### config.mk
export PLATFORM = sky130hd
export DESIGN_NAME = muxnx1_scan
export DESIGN_NICKNAME = d
export VERILOG_FILES = /design/src/rtl/muxnx1_scan.sv
export SDC_FILE = /design/constraint.sdc
export NUM_CORES = 1
export LEC_CHECK = 0
export CORE_MARGIN = 2
export CORE_UTILIZATION = 50
export DETAILED_ROUTE_END_ITERATION = 12
export PLACE_DENSITY = 0.77
export SETUP_SLACK_MARGIN = 0.02
export SYNTH_ARGS = -nofsm -noshare
export SYNTH_HDL_FRONTEND = slang
export SYNTH_SLANG_ARGS = --single-unit
### constraint.sdc
create_clock -name clk -period 3.05 [get_ports clk]
set_input_delay 0.61 -clock clk [delete_from_list [all_inputs] [get_ports clk]]
set_output_delay 0.61 -clock clk [all_outputs]
set_load 0.02 [all_outputs]
### src/rtl/muxnx1_scan.sv
// N-to-1 registered multiplexer with manual channel select and a round-robin
// scan mode that dwells DWELL enabled cycles on each channel.
module muxnx1_scan #(
  parameter int N     = 4,
  parameter int W     = 1,
  parameter int DWELL = 1,
  localparam int SW   = (N > 1) ? $clog2(N) : 1
) (
  input  logic            clk,
  input  logic            rst,
  input  logic [N*W-1:0]  i,
  input  logic [SW-1:0]   s,
  input  logic            mode,
  input  logic            en,
  output logic [W-1:0]    y,
  output logic            y_valid,
  output logic [SW-1:0]   ch,
  output logic            wrap,
  output logic            err
);

  typedef enum logic {
    ST_MANUAL = 1'b0,
    ST_SCAN   = 1'b1
  } state_t;

  function automatic logic [W-1:0] pick(input logic [N*W-1:0] data, input logic [SW-1:0] sel);
    logic [W-1:0] res;
    res = '0;
    for (int k = 0; k < N; k++) begin
      if (sel == SW'(k)) begin
        res = data[k*W +: W];
      end else begin
        res = res;
      end
    end
    return res;
  endfunction

  state_t        r_state, w_state_n;
  logic [SW-1:0] r_ptr, w_ptr_n;
  logic [7:0]    r_dcnt, w_dcnt_n;
  logic [W-1:0]  r_y, w_y_n;
  logic [SW-1:0] r_ch, w_ch_n;
  logic          r_valid, w_valid_n;
  logic          r_wrap, w_wrap_n;
  logic          r_err, w_err_n;

  logic          w_s_ok;
  logic [SW-1:0] w_ptr_load;
  logic [W-1:0]  w_man_y;
  logic          w_last;
  logic [SW-1:0] w_ptr_inc;
  logic          w_dwell_done;
  logic [SW-1:0] w_scan_ptr;

  // Extra bit on the compare so N == 2**SW does not truncate to zero.
  assign w_s_ok       = ({1'b0, s} < (SW+1)'(N));
  assign w_ptr_load   = w_s_ok ? s : '0;
  assign w_man_y      = w_s_ok ? pick(i, s) : '0;
  assign w_last       = (r_ptr == SW'(N-1));
  assign w_ptr_inc    = w_last ? '0 : r_ptr + SW'(1);
  assign w_dwell_done = (r_dcnt == 8'(DWELL-1));
  assign w_scan_ptr   = w_dwell_done ? w_ptr_inc : r_ptr;

  assign y       = r_y;
  assign y_valid = r_valid;
  assign ch      = r_ch;
  assign wrap    = r_wrap;
  assign err     = r_err;

  // Next-state, pointer/dwell and capture logic.
  always_comb begin
    w_state_n = r_state;
    w_ptr_n   = r_ptr;
    w_dcnt_n  = r_dcnt;
    w_y_n     = r_y;
    w_ch_n    = r_ch;
    w_valid_n = 1'b0;
    w_wrap_n  = 1'b0;
    w_err_n   = r_err;
    case (r_state)
      ST_MANUAL: begin
        if (mode) begin
          w_state_n = ST_SCAN;
          w_ptr_n   = w_ptr_load;
          w_dcnt_n  = 8'd0;
          w_err_n   = 1'b0;
          if (en) begin
            w_y_n     = pick(i, w_ptr_load);
            w_ch_n    = w_ptr_load;
            w_valid_n = 1'b1;
          end else begin
            w_valid_n = 1'b0;
          end
        end else if (en) begin
          w_y_n     = w_man_y;
          w_ch_n    = s;
          w_valid_n = 1'b1;
          w_err_n   = ~w_s_ok;
        end else begin
          w_valid_n = 1'b0;
        end
      end
      ST_SCAN: begin
        w_err_n = 1'b0;
        if (!mode) begin
          w_state_n = ST_MANUAL;
          w_ptr_n   = '0;
          w_dcnt_n  = 8'd0;
          if (en) begin
            w_y_n     = w_man_y;
            w_ch_n    = s;
            w_valid_n = 1'b1;
            w_err_n   = ~w_s_ok;
          end else begin
            w_valid_n = 1'b0;
          end
        end else if (en) begin
          // The presented channel is the post-advance pointer, so wrap and channel 0 coincide.
          w_ptr_n   = w_scan_ptr;
          w_dcnt_n  = w_dwell_done ? 8'd0 : r_dcnt + 8'd1;
          w_wrap_n  = w_dwell_done & w_last;
          w_y_n     = pick(i, w_scan_ptr);
          w_ch_n    = w_scan_ptr;
          w_valid_n = 1'b1;
        end else begin
          w_valid_n = 1'b0;
        end
      end
      default: begin
        w_state_n = ST_MANUAL;
        w_ptr_n   = '0;
        w_dcnt_n  = 8'd0;
      end
    endcase
  end

  // State and output registers; rst is synchronous and overrides everything.
  always_ff @(posedge clk) begin
    if (rst) begin
      r_state <= ST_MANUAL;
      r_ptr   <= '0;
      r_dcnt  <= 8'd0;
      r_y     <= '0;
      r_ch    <= '0;
      r_valid <= 1'b0;
      r_wrap  <= 1'b0;
      r_err   <= 1'b0;
    end else begin
      r_state <= w_state_n;
      r_ptr   <= w_ptr_n;
      r_dcnt  <= w_dcnt_n;
      r_y     <= w_y_n;
      r_ch    <= w_ch_n;
      r_valid <= w_valid_n;
      r_wrap  <= w_wrap_n;
      r_err   <= w_err_n;
    end
  end

endmodule

==> metrics.yaml, run 1 <==
routing:
  drt_iter0_drc: 21
  ant_nets: 0
  drt_pass1_iterations: 4
  vias: 773
  viasPerCell: 5.901
  routed_wl_um: 1844
  drc_errors: 0
  post_drt_wl_per_cell_um: 14.08
worst_setup_path:
  r2r-start: "r_dcnt[0]"
  critical_path.top_delay_family: "simple AND/OR/NAND/NOR gates"
  critPathLaunch: "r_dcnt[0]"
  required_ns: 3.23
  timing.rr.end: "r_ptr[0]"
  reg2reg_slack_ns: 0.52
  path_cells: "inv_1 > ha_1 > or4b_4 > nor4_1 > mux2_2 > a31o_2 > a32o_1"
  worst_path_max_delay_cell: "nor4_1"
  critPathArrivalTime_ns: 2.72
  max_stage_delay_ns: 0.48
  critPathMaxFanout: 5
  rr_worst_depth: 7
  worstSetupPathDepth: 7
  crit_end: "r_ptr[0]"
  critical_path_class: "register to register"
  crit_buf_inv: 1
  cp-end-kind: "register"
  crit_path_start_kind: "register"
timing:
  tns_ns: 0
  relSlewSlack_pct: 50.84
  finalSetupViolCount: 0
  max_freq_ghz: 0.3949
  rsz0062_at_grt: "no"
  tightestPinTransition_ns: 0.7279
  skew_ns: 0.004066
  period_minus_slack_ns: 2.532
  finalHoldViolCount: 0
  slew_viol_final: 0
  fin_crit_sh_pct: 83.02
place:
  gp_congestion: 0.8380
  numPortBuffers: 14
  hpwl_um: 1369
  placed_cells: 128
power:
  seq_power_share_pct: 54.7
  max-vdd-ir-drop_mv: 0.2194
  p_per_area_mw_per_mm2: 386.1
  sw_frac_of_total_pct: 25.63
  power.internal_uw: 298.5
  total_leakage_power_nw: 0.4039
  clockPowerShare_pct: 27.1
  pwr-share-comb_pct: 18.2
  p_sw_uw: 102.9
synth:
  syn_area_per_cell_um2: 8.659
  yosys.area.top_type: "dfxtp_1"
  yosysSeqAreaShare_pct: 36.62
  synth.area.top_cells: "dfxtp_1, ha_1, nand2b_1, nor2_1, a21oi_1"
  ys.flop_type: "dfxtp_1"
  synth_edf_count: 0
  synth_top_area_share_pct: 36.62
  postSynth.asyncResetShare_pct: 0
  synthesis.area_um2: 874.6
  ys_types: 39
  syn_inst: 101
  synth_warnings: 0
  synth-seq-cells: 16
  synth_nets: 114
flow_run:
  max-cap-violations: 0
global_routing:
  grt_max_degree: 12
  grt_overflow_total: 0
  grt_pass1_vias: 665
  track_usage_pct: 21.27
  antenna_found_initial: 0
  grt_pass1_wl_um: 3098
cells_and_area:
  fill_cells: 157
  final_common_cell: "dfxtp_1"
  syn_to_final_growth_pct: 18.88
  n_antenna_cell: 0
  multi_input_area_um2: 509.2
  drive_above_1_share_pct: 9.649
  layoutNonFillerInstCount: 131
  layout_common_cells: "dfxtp_1, clkdlybuf4s50_1, nor2_1"
  seqCellArea_um2: 320.3
  final_nets: 129
clock_tree:
  clockBufferDepth: 2
  worstSkewPairLatency_ns: 0.28
  hold_buffers: 0
  cts_setup_buffers: 0
  cts_sinks: 16
  cts_root_buffer: "clkbuf_4"
  clk_pin_slew_worst_paths_ns: 0.09
  cts-buffers-inserted: 3
  htree_levels: 1
  cts_tree: "yes"
  cts_resized: 0
floorplanning:
  die_width_um: 45.83
  die_y_um: 45.83
  die_area_mm2: 0.002100
  io-pin-count: 16
  initial_core_util_pct: 51.78
  fp.coreArea_mm2: 0.001689
  rows: 15
min_path:
  worstHoldPathType: "register to register"
status:
  status: "complete, no violations"
power groups by stage:
stage	clock, mW	combinational (mW)	sequential [mW]
global placement	0	0.0713	0.224
global route	0.123	0.0788	0.221
finish	0.109	0.0732	0.219
floorplan	0	0.0409	0.228
detailed placement	0	0.0719	0.224
CTS	0.114	0.0725	0.220
cell type report:
type / instances / area share (%)
clock buffers: 3 / 2.166
repair buffers: 14 / 13.48
inverters: 7 / 2.527
flip-flops and latches: 16 / 30.81
well taps: 17 / 2.046
multi-input cells: 74 / 48.98
cell usage after synthesis, drive strengths merged, types with 2 or more instances:
library cell   n
dfxtp         16
nor2          10
a21oi          7
inv            7
nand2b         6
nand2          4
nand3          4
and3           3
clkbuf         3
ha             3
a311oi         2
a31o           2
mux2i          2
nand4          2
nor2b          2
nor3           2
o21ai          2
o22ai          2
xnor2          2
xor2           2
state kept, by name, summed over array words and instances, names as in the netlist:
register,flops
y_valid,1
y,1
r_dcnt,8
wrap,1
r_ptr,2
ch,2
r_state,1
metal layers:
layer	part of all wire, %	vias to the layer above	track usage (%)	wire [µm]
met5	0	-	0	0
met4	1.6	0	9.143	30
met3	6.1	4	8.333	112
met2	48	19	31.55	884
met1	44	363	27.23	817
li1	-	387	-	-
stage by stage:
step / total power, mW / cell area, µm² / setup WS [ns] / hold WS [ns] / util (%)
after floorplan: 0.2689 / 874.6 / 0.7752 / 0.4505 / -
after global placement: 0.2953 / 1017 / 0.5797 / 0.4746 / 60.22
after detailed placement: 0.2963 / 1017 / 0.5016 / 0.4816 / 60.22
after CTS: 0.4055 / 1040 / 0.4915 / 0.4922 / 61.56
after global routing: 0.4228 / 1040 / 0.4321 / 0.5181 / 61.56
final: 0.4014 / 1040 / 0.5178 / 0.4885 / 61.56
logic make-up after synthesis:
| group | after synthesis | synth area share, % |
|---|---|---|
| AO/OA/AOI/OAI | 23 | 18.46 |
| buffers and inverters | 11 | 5.151 |
| flip-flops | 16 | 36.62 |
| XOR/XNOR | 4 | 4.006 |
| AND/OR/NAND/NOR | 39 | 24.89 |
| other | 1 | 0.4288 |
| multiplexers | 4 | 6.151 |
| adder cells (fa/ha/maj) | 3 | 4.292 |
how the worst min path moves through the flow:
stage / from / to / slack (ns) / cells after the start
after global routing: ch[1] / ch[1] / 0.52 / 2
after CTS: ch[1] / ch[1] / 0.49 / 2
after detailed placement: ch[1] / ch[1] / 0.48 / 2
after global placement: r_dcnt[7] / r_dcnt[7] / 0.47 / 1
after floorplan: r_dcnt[7] / r_dcnt[7] / 0.45 / 1
final: ch[1] / ch[1] / 0.49 / 2
worst min-delay path: stages, from the launching register on:
cell and delay, ns:
dfxtp_1 0.32, nand2b_1 0.06, o22ai_1 0.06
Note: power is estimated with default switching activity, not from simulation.
==> run 2, diff against run 1 <==
Clock period 3.05 ns to 2.5 ns, I/O delays scaled along.
==> metrics.yaml, run 2 (synthesis gave the netlist of run 1 again) <==
clock_tree:
  cts_resized: 0
  clockBufferDepth: 2
  cts_setup_buffers: 0
  htree_levels: 1
  cts_root_buffer: "clkbuf_4"
  worstSkewPairLatency_ns: 0.30
  cts_tree: "yes"
  cts-buffers-inserted: 3
  hold_buffers: 0
  cts_sinks: 16
  clk_pin_slew_worst_paths_ns: 0.10
place:
  placed_cells: 132
  gp_congestion: 0.8904
  place_area_mm2: 0.001047
  hpwl_um: 1368
  numPortBuffers: 14
timing:
  finalHoldViolCount: 0
  hold_ws_ns: 0.4960
  skew_ns: 0.002519
  tns_ns: 0
  finalSetupViolCount: 0
  rsz0062_at_grt: "no"
  fin_crit_sh_pct: 93.04
  period_minus_slack_ns: 2.326
  slew_viol_final: 0
  max_freq_ghz: 0.4299
floorplanning:
  die_width_um: 45.83
  fp.coreArea_mm2: 0.001689
  die_area_mm2: 0.002100
  rows: 15
  initial_core_util_pct: 51.78
  die_y_um: 45.83
  io-pin-count: 16
min_path:
  worstHoldPathType: "register to register"
power:
  clockPowerShare_pct: 33.4
  p_per_area_mw_per_mm2: 491.9
  power.internal_uw: 398.5
  sw_frac_of_total_pct: 25.67
  p_sw_uw: 137.6
  seq_power_share_pct: 49.9
  total_leakage_power_nw: 0.4313
  max-vdd-ir-drop_mv: 0.2987
  pwr-share-comb_pct: 16.6
cells_and_area:
  layout_common_cells: "dfxtp_1, clkdlybuf4s50_1, nor2_1"
  final_cell_area_mm2: 0.001090
  final_nets: 133
  final_common_cell: "dfxtp_1"
  largest_register_ffs: 8
  n_antenna_cell: 0
  syn_to_final_growth_pct: 24.61
  layoutNonFillerInstCount: 136
  fill_cells: 141
  drive_above_1_share_pct: 14.29
  regMostFlops: "r_dcnt"
worst_setup_path:
  crit_path_start_kind: "register"
  critPathArrivalTime_ns: 2.53
  cp-end-kind: "register"
  required_ns: 2.70
  critical_path_class: "register to register"
  critPathMaxFanout: 5
routing:
  drc_errors: 0
  routed_wl_um: 1806
  ant_nets: 0
  drt_iter0_drc: 23
  post_drt_wl_per_cell_um: 13.28
  drt_pass1_iterations: 4
  viasPerCell: 5.757
  vias: 783
global_routing:
  grtUsageMet2_pct: 31.27
  grt_max_degree: 12
  grt_overflow_total: 0
  antenna_found_initial: 0
  grt-busiest-layer: "met2"
  grtUsageMet1_pct: 27.40
  track_usage_pct: 20.44
  grt_pass1_wl_um: 3042
  grt_use_met3_pct: 3.968
  grt_pass1_vias: 695
flow_run:
  max-cap-violations: 0
status:
  status: "complete, no violations"
-- run 2: routing by layer --
layer	routed length [µm]	share of wire [%]	vias up
li1	-	-	400
met1	913	51	370
met2	817	45	10
met3	48	2.7	3
met4	26	1.4	0
met5	0	0	-
-- run 2: layout make-up --
cell class	instances	area, µm²	share of cell area [%]
multi-input combinational	74	515.5	47.30
inverter	7	26.28	2.411
tap	17	21.27	1.952
sequential	16	320.3	29.39
timing repair buffer	18	170.2	15.61
clock buffer	4	36.28	3.329
-- run 2: worst max-delay path: stages (launching register included) --
cell	delay, ns
dfxtp_1	0.37
inv_1	0.07
ha_1	0.15
or4b_4	0.48
or4_4	0.52
and2_4	0.16
a211o_1	0.28
a31o_1	0.20
-- run 2: path summary, 6_finish.rpt --
kind / from / end / slack [ns] / cells past startpoint
worst max-delay path: r_dcnt[0] / y / 0.17 / 7
worst min-delay path: ch[0] / ch[0] / 0.50 / 2
worst max register to register: r_dcnt[0] / y / 0.17 / 7
worst min register to register: ch[0] / ch[0] / 0.50 / 2
-- run 2: power groups by stage --
stage | clock, mW | combinational [mW] | sequential (mW)
floorplan | 0 | 0.0499 | 0.278
global placement | 0 | 0.0881 | 0.273
detailed placement | 0 | 0.0888 | 0.274
CTS | 0.181 | 0.0892 | 0.268
global route | 0.186 | 0.0976 | 0.269
finish | 0.179 | 0.0892 | 0.268
-- run 2: stage by stage --
| stage | worst slack [ns] | power, mW | utilization [%] |
|---|---|---|---|
| floorplan | 0.2252 | 0.3280 | - |
| global placement | 0.2606 | 0.3614 | 62.00 |
| detailed placement | 0.1493 | 0.3626 | 62.00 |
| CTS | 0.1078 | 0.5384 | 64.15 |
| global route | 0.07173 | 0.5524 | 64.52 |
| finish | 0.1741 | 0.5361 | 64.52 |
==> patch 1: new RTL, config.mk and constraints of run 1 <==
Set the parameter `N` to 2 (it was 4).
--- a/src/rtl/muxnx1_scan.sv
+++ b/src/rtl/muxnx1_scan.sv
@@ -1,7 +1,7 @@
 // N-to-1 registered multiplexer with manual channel select and a round-robin
 // scan mode that dwells DWELL enabled cycles on each channel.
 module muxnx1_scan #(
-  parameter int N     = 4,
+  parameter int N     = 2,
   parameter int W     = 1,
   parameter int DWELL = 1,
   localparam int SW   = (N > 1) ? $clog2(N) : 1
Ports: changed (resized ch, i and s); port bits go from 16 to 12. The function was not compared with the original's and may differ.
==> patch 1 against run 1 <==
  * Combinational power fell by 47%
  * Sequential cell count fell by 2
  * Total power fell by 17%
  * Final area fell by 23%
  * Register-to-register slack improved by 290 ps
  * Worst hold slack got worse by 18 ps
  * Non-clock buffer count fell by 4
  * Clock skew fell by 2.9 ps
  * Via count fell by 25%
  * Routed wire length fell by 28%
  * Area after synthesis fell by 22%
  * Worst setup slack improved by 250 ps
==> patch 1: results (changes against run 1) <==
----------------------------------------------------
[Synthesis]
  Seq/Total Area, Yosys ... 41.33% (+4.7 points)
  Most area-consuming cells after synthesis ... sky130_fd_sc_hd__dfxtp_1 41%, sky130_fd_sc_hd__nor2_1 6.1%, sky130_fd_sc_hd__ha_1 5.5%, sky130_fd_sc_hd__a21oi_1 5.2%, sky130_fd_sc_hd__xnor2_1 5.2%
  Fraction of synthesized area in multiplexers ... 4.428% (-1.7 points)
  Adder and majority cell fraction of the synthesized area ... 5.535% (+1.2 points)
  Post-synth net total ... 89 (-22%)
  List of most frequent post-synthesis cells ... 14 x sky130_fd_sc_hd__dfxtp_1, 11 x sky130_fd_sc_hd__nor2_1, 7 x sky130_fd_sc_hd__a21oi_1, 5 x sky130_fd_sc_hd__inv_1, 4 x sky130_fd_sc_hd__xnor2_1
  Area fraction in compound gates after synthesis ... 11.81% (-6.6 points)
  Avg Cell Area, Syn ... 8.584 µm² (-0.87%)

[Cells and area]
  Total of fill cells in the finished design ... 112 (-29%)
  Post-layout net count ... 101 (-22%)
  Fraction of final layout cells with drive strength greater than 1 ... 4.494% (-5.2 points)
  Buffering overhead ... 12.46% (-1.0 points)
  Non-clock buffer instance count of the final layout ... 10 (-4)
  Sequential cell area ... 280.3 µm² (-12%)

[Setup path]
  Worst Setup SP ... en
  Largest fanout on the critical path ... 8 (+3)
  Critical Path Slowest Stage Cell ... sky130_fd_sc_hd__clkdlybuf4s50_1
  Worst Path Class, Setup ... input port to flop

[Placement]
  Post-detail-place hpwl ... 994.6 µm (-27%)
  Worst-case setup slack after placement ... 486.7 ps (-14.93 ps)
  Total cell area at the placement stage ... 780.7 µm² (-23%)
  Count of input and output buffers ... 10 (-4)

[Global route]
  Wire length of the first global-routing pass ... 2.270 mm (-27%)
  Maximum number of pins on one net before global-route repair ... 10 (-2)

[STA]
  Slew headroom ... 58.43% (+7.6 points)
  Post-route clock skew ... 1.142 ps (-2.924 ps)

[Pwr]
  Worst supply voltage drop on vdd ... 0.0002677 V (+22%)

[Outcome]
  Run status ... completed

[Hold path]
  Worst min-delay path startpoint ... r_ptr$_SDFFE_PP0P_

----------------------------------------------------
## patch 1: path summary, 6_finish.rpt
path / to / cells past startpoint / slack, ps
min reg2reg: r_ptr$_SDFFE_PP0P_ / 2 / 470
max reg2reg: y$_SDFFE_PP0P_ / 8 / 810
max: r_dcnt[5]$_SDFFE_PP0P_ / 5 / 760
min: r_ptr$_SDFFE_PP0P_ / 2 / 470
## patch 1: layer usage
metal	vias up	track usage, %	routed length (µm)
met1	270	26.73	655
met3	5	4.891	33
met5	-	0	0
met4	0	10.00	29
met2	6	32.03	614
li1	298	-	-
## patch 1: metrics by stage
step | instances | hold slack [ps]
after detailed placement | 101 | 457.8
after global placement | 101 | 459.3
final | 104 | 470.1
after CTS | 104 | 469.5
after global routing | 104 | 509.9
after floorplan | 79 | 434.8
## patch 1: power breakdown
part	total [µW]	leakage (µW)	switching [µW]	internal, µW
clock network	103	0.0000138	57.2	45.9
registers	190	0.000114	2.73	187
logic	39.1	0.000170	20.7	18.4
==> patch 2: new RTL, settings of run 1 <==
Made on the original files. Reset style: asynchronous (`rst`), changed in one clocked block.
--- a/src/rtl/muxnx1_scan.sv
+++ b/src/rtl/muxnx1_scan.sv
@@ -137,7 +137,7 @@
   end
 
   // State and output registers; rst is synchronous and overrides everything.
-  always_ff @(posedge clk) begin
+  always_ff @(posedge clk or posedge rst) begin
     if (rst) begin
       r_state <= ST_MANUAL;
       r_ptr   <= '0;
Formal check against the unedited RTL: differs if rst is asserted again (counterexample within 4 cycles, from zero or initial values and one cycle with rst high); with rst held inactive, the same outputs for 10 cycles.
==> patch 2 against run 1 <==
  * Sequential power rose by 7%
  * Sequential cell count is the same
  * Die area rose by 11%
  * Synthesized cell count stayed put
  * Combinational power up 49%
  * Cell count grew 8.4%
  * Final area up 13%
  * Routed wire length grew 1.6%
  * Worst hold slack better by 24 ps
  * Largest cell class unchanged
  * Total power increased by 19%
  * Via count shrank 2.7%
  * Worst setup slack better by 94 ps
  * Area after synthesis is 12% higher
==> patch 2: results (changes against run 1) <==
----------------------------------------------------
[Placement]
  Count of input and output buffers ... 14 (unchanged)
  Post-detail-place hpwl ... 1.454 mm (+6.2%)
  Number of placed cells counting well taps ... 138 (+7.8%)
  Final Wtd Congestion ... 0.8958 (+6.9%)
  Total cell area at the placement stage ... 1142 µm² (+12%)

[Setup path]
  Data arrival time of the worst path ... 2610 ps (-110 ps)
  CP top delay family ... multiplexers
  Critical Path Slowest Stage Cell ... sky130_fd_sc_hd__or4b_4
  Largest fanout on the critical path ... 7 (+2)
  CP max stage delay ... 490 ps

[Pwr]
  Worst supply voltage drop on vdd ... 0.0003534 V (+61%)
  Reported leakage power ... 0.0005799 µW (+44%)

[Synthesis]
  Number of distinct library cells after synthesis ... 30 (-23%)
  List of most frequent post-synthesis cells ... 16 x sky130_fd_sc_hd__dfrtp_1, 15 x sky130_fd_sc_hd__nand2_1, 13 x sky130_fd_sc_hd__nor2_1, 8 x sky130_fd_sc_hd__mux2i_1, 6 x sky130_fd_sc_hd__inv_1
  Ys Warns ... 0 (unchanged)
  Post-synth net total ... 114 (unchanged)
  Fraction of registers with async set or reset after synthesis ... 100.0% (+100 points)
  Most area-consuming cells after synthesis ... sky130_fd_sc_hd__dfrtp_1 41%, sky130_fd_sc_hd__mux2i_1 8.2%, sky130_fd_sc_hd__nand2_1 5.8%, sky130_fd_sc_hd__nor2_1 5.0%, sky130_fd_sc_hd__ha_1 3.8%
  Seq/Total Area, Yosys ... 40.92% (+4.3 points)
  Avg Cell Area, Syn ... 9.688 µm² (+12%)

[Clock network]
  Number of buffers added for setup after CTS ... 0 (unchanged)
  CTS Buf Count ... 3 (unchanged)
  CTS HTree Levels ... 1 (unchanged)
  Clock-pin transition on the worst setup and hold timing paths ... 80 ps
  Number of cells upsized or downsized after cts ... 0 (unchanged)
  Number of buffers on the longest clock path ... 2 (unchanged)
  Worst skew pair latency ... 290 ps
  CTS Hold Buffers Added ... 0 (unchanged)
  Library cell used as clock root buffer ... sky130_fd_sc_hd__clkbuf_4

[Cells and area]
  Register with the most flip-flops ... r_dcnt
  Number of flip-flops under the largest register name ... 8 (unchanged)
  Post-layout net count ... 131 (+1.6%)
  Count of antenna diodes in the layout ... 0 (unchanged)
  Fraction of final layout cells with drive strength greater than 1 ... 13.68% (+4.0 points)

[Detailed routing]
  First-pass DRT Iterations ... 4 (unchanged)
  Count of routing violations after the opening detailed-route iteration ... 12 (-43%)
  Average vias per placed instance ... 5.296 (-10%)
  Wirelength per Cell ... 13.19 µm (-6.3%)
  Vias after detailed routing ... 752 (-2.7%)

[Global route]
  Wire length of the first global-routing pass ... 3.036 mm (-2.0%)
  Overall track demand over capacity in global routing ... 19.43% (-1.8 points)
  Number of global-route vias before repair ... 696 (+4.7%)
  Maximum number of pins on one net before global-route repair ... 17 (+5)
  Initial antenna violation count ... 0 (unchanged)

[STA]
  Worst-Margin Slew ... 589.6 ps (-138.2 ps)
  Final Max Slew Viols ... 0 (unchanged)
  Post-route clock skew ... 8.884 ps (+4.818 ps)

[Hold path]
  Worst min-delay path category ... flop to flop

[Outcome]
  Run status ... completed

----------------------------------------------------
## patch 2: cell type report
type | count | area (µm²)
fillers | 135 | 604.3
multi-input cells | 75 | 533.0
flip-flops and latches | 16 | 400.4
repair buffers | 16 | 155.1
clock buffers | 4 | 36.28
well taps | 25 | 31.28
inverters | 6 | 22.52
## patch 2: path summary, 6_finish.rpt
check / startpoint / slack (ps) / cells past startpoint / end
worst max-delay path: r_dcnt[0]$_DFFE_PP0P_ / 610 / 8 / ch[1]$_DFFE_PP0P_
worst min-delay path: ch[0]$_DFFE_PP0P_ / 510 / 1 / ch[0]$_DFFE_PP0P_
worst max register to register: r_dcnt[0]$_DFFE_PP0P_ / 610 / 8 / ch[1]$_DFFE_PP0P_
min in group asynchronous: rst / 680 / 2 / y_valid$_DFF_PP0_
worst min register to register: ch[0]$_DFFE_PP0P_ / 510 / 1 / ch[0]$_DFFE_PP0P_
max in group asynchronous: rst / 1970 / 2 / ch[1]$_DFFE_PP0P_
## patch 2: logic make-up (layout without fill, tap and decap cells)
group | after synthesis | in the layout | share of synthesized area (%)
other | 1 | 1 | 0.3833
AOI/OAI and AO/OA | 11 | 11 | 8.823
adders and majority gates | 3 | 3 | 3.837
DFF | 16 | 16 | 40.92
muxes | 12 | 12 | 13.94
xor gates and xnor gates | 6 | 6 | 5.372
and+or+nand+nor | 42 | 42 | 22.12
buffers and inverters | 10 | 26 | 4.603
## patch 2: power by group
part           total (µW)  switching, µW  internal [µW]
Clock                 136           63.1           72.7
Combinational         109           55.2           54.1
Sequential            234           10.3            224
Total                 479            129            351
## patch 2: metrics by stage
| step | power (µW) | setup slack (ps) |
|---|---|---|
| after floorplan | 306.2 | 805.8 |
| after global placement | 348.1 | 619.6 |
| after detailed placement | 348.3 | 630.8 |
| after CTS | 485.8 | 604.1 |
| after global routing | 510.1 | 481.0 |
| final | 479.4 | 611.9 |
## patch 2: per-layer routing
layer	vias up	global-route usage, %	wire length, µm
met5	-	0	0
met3	0	6.667	105
met2	18	30.53	916
li1	382	-	-
met4	0	4.865	0
met1	352	25.76	851
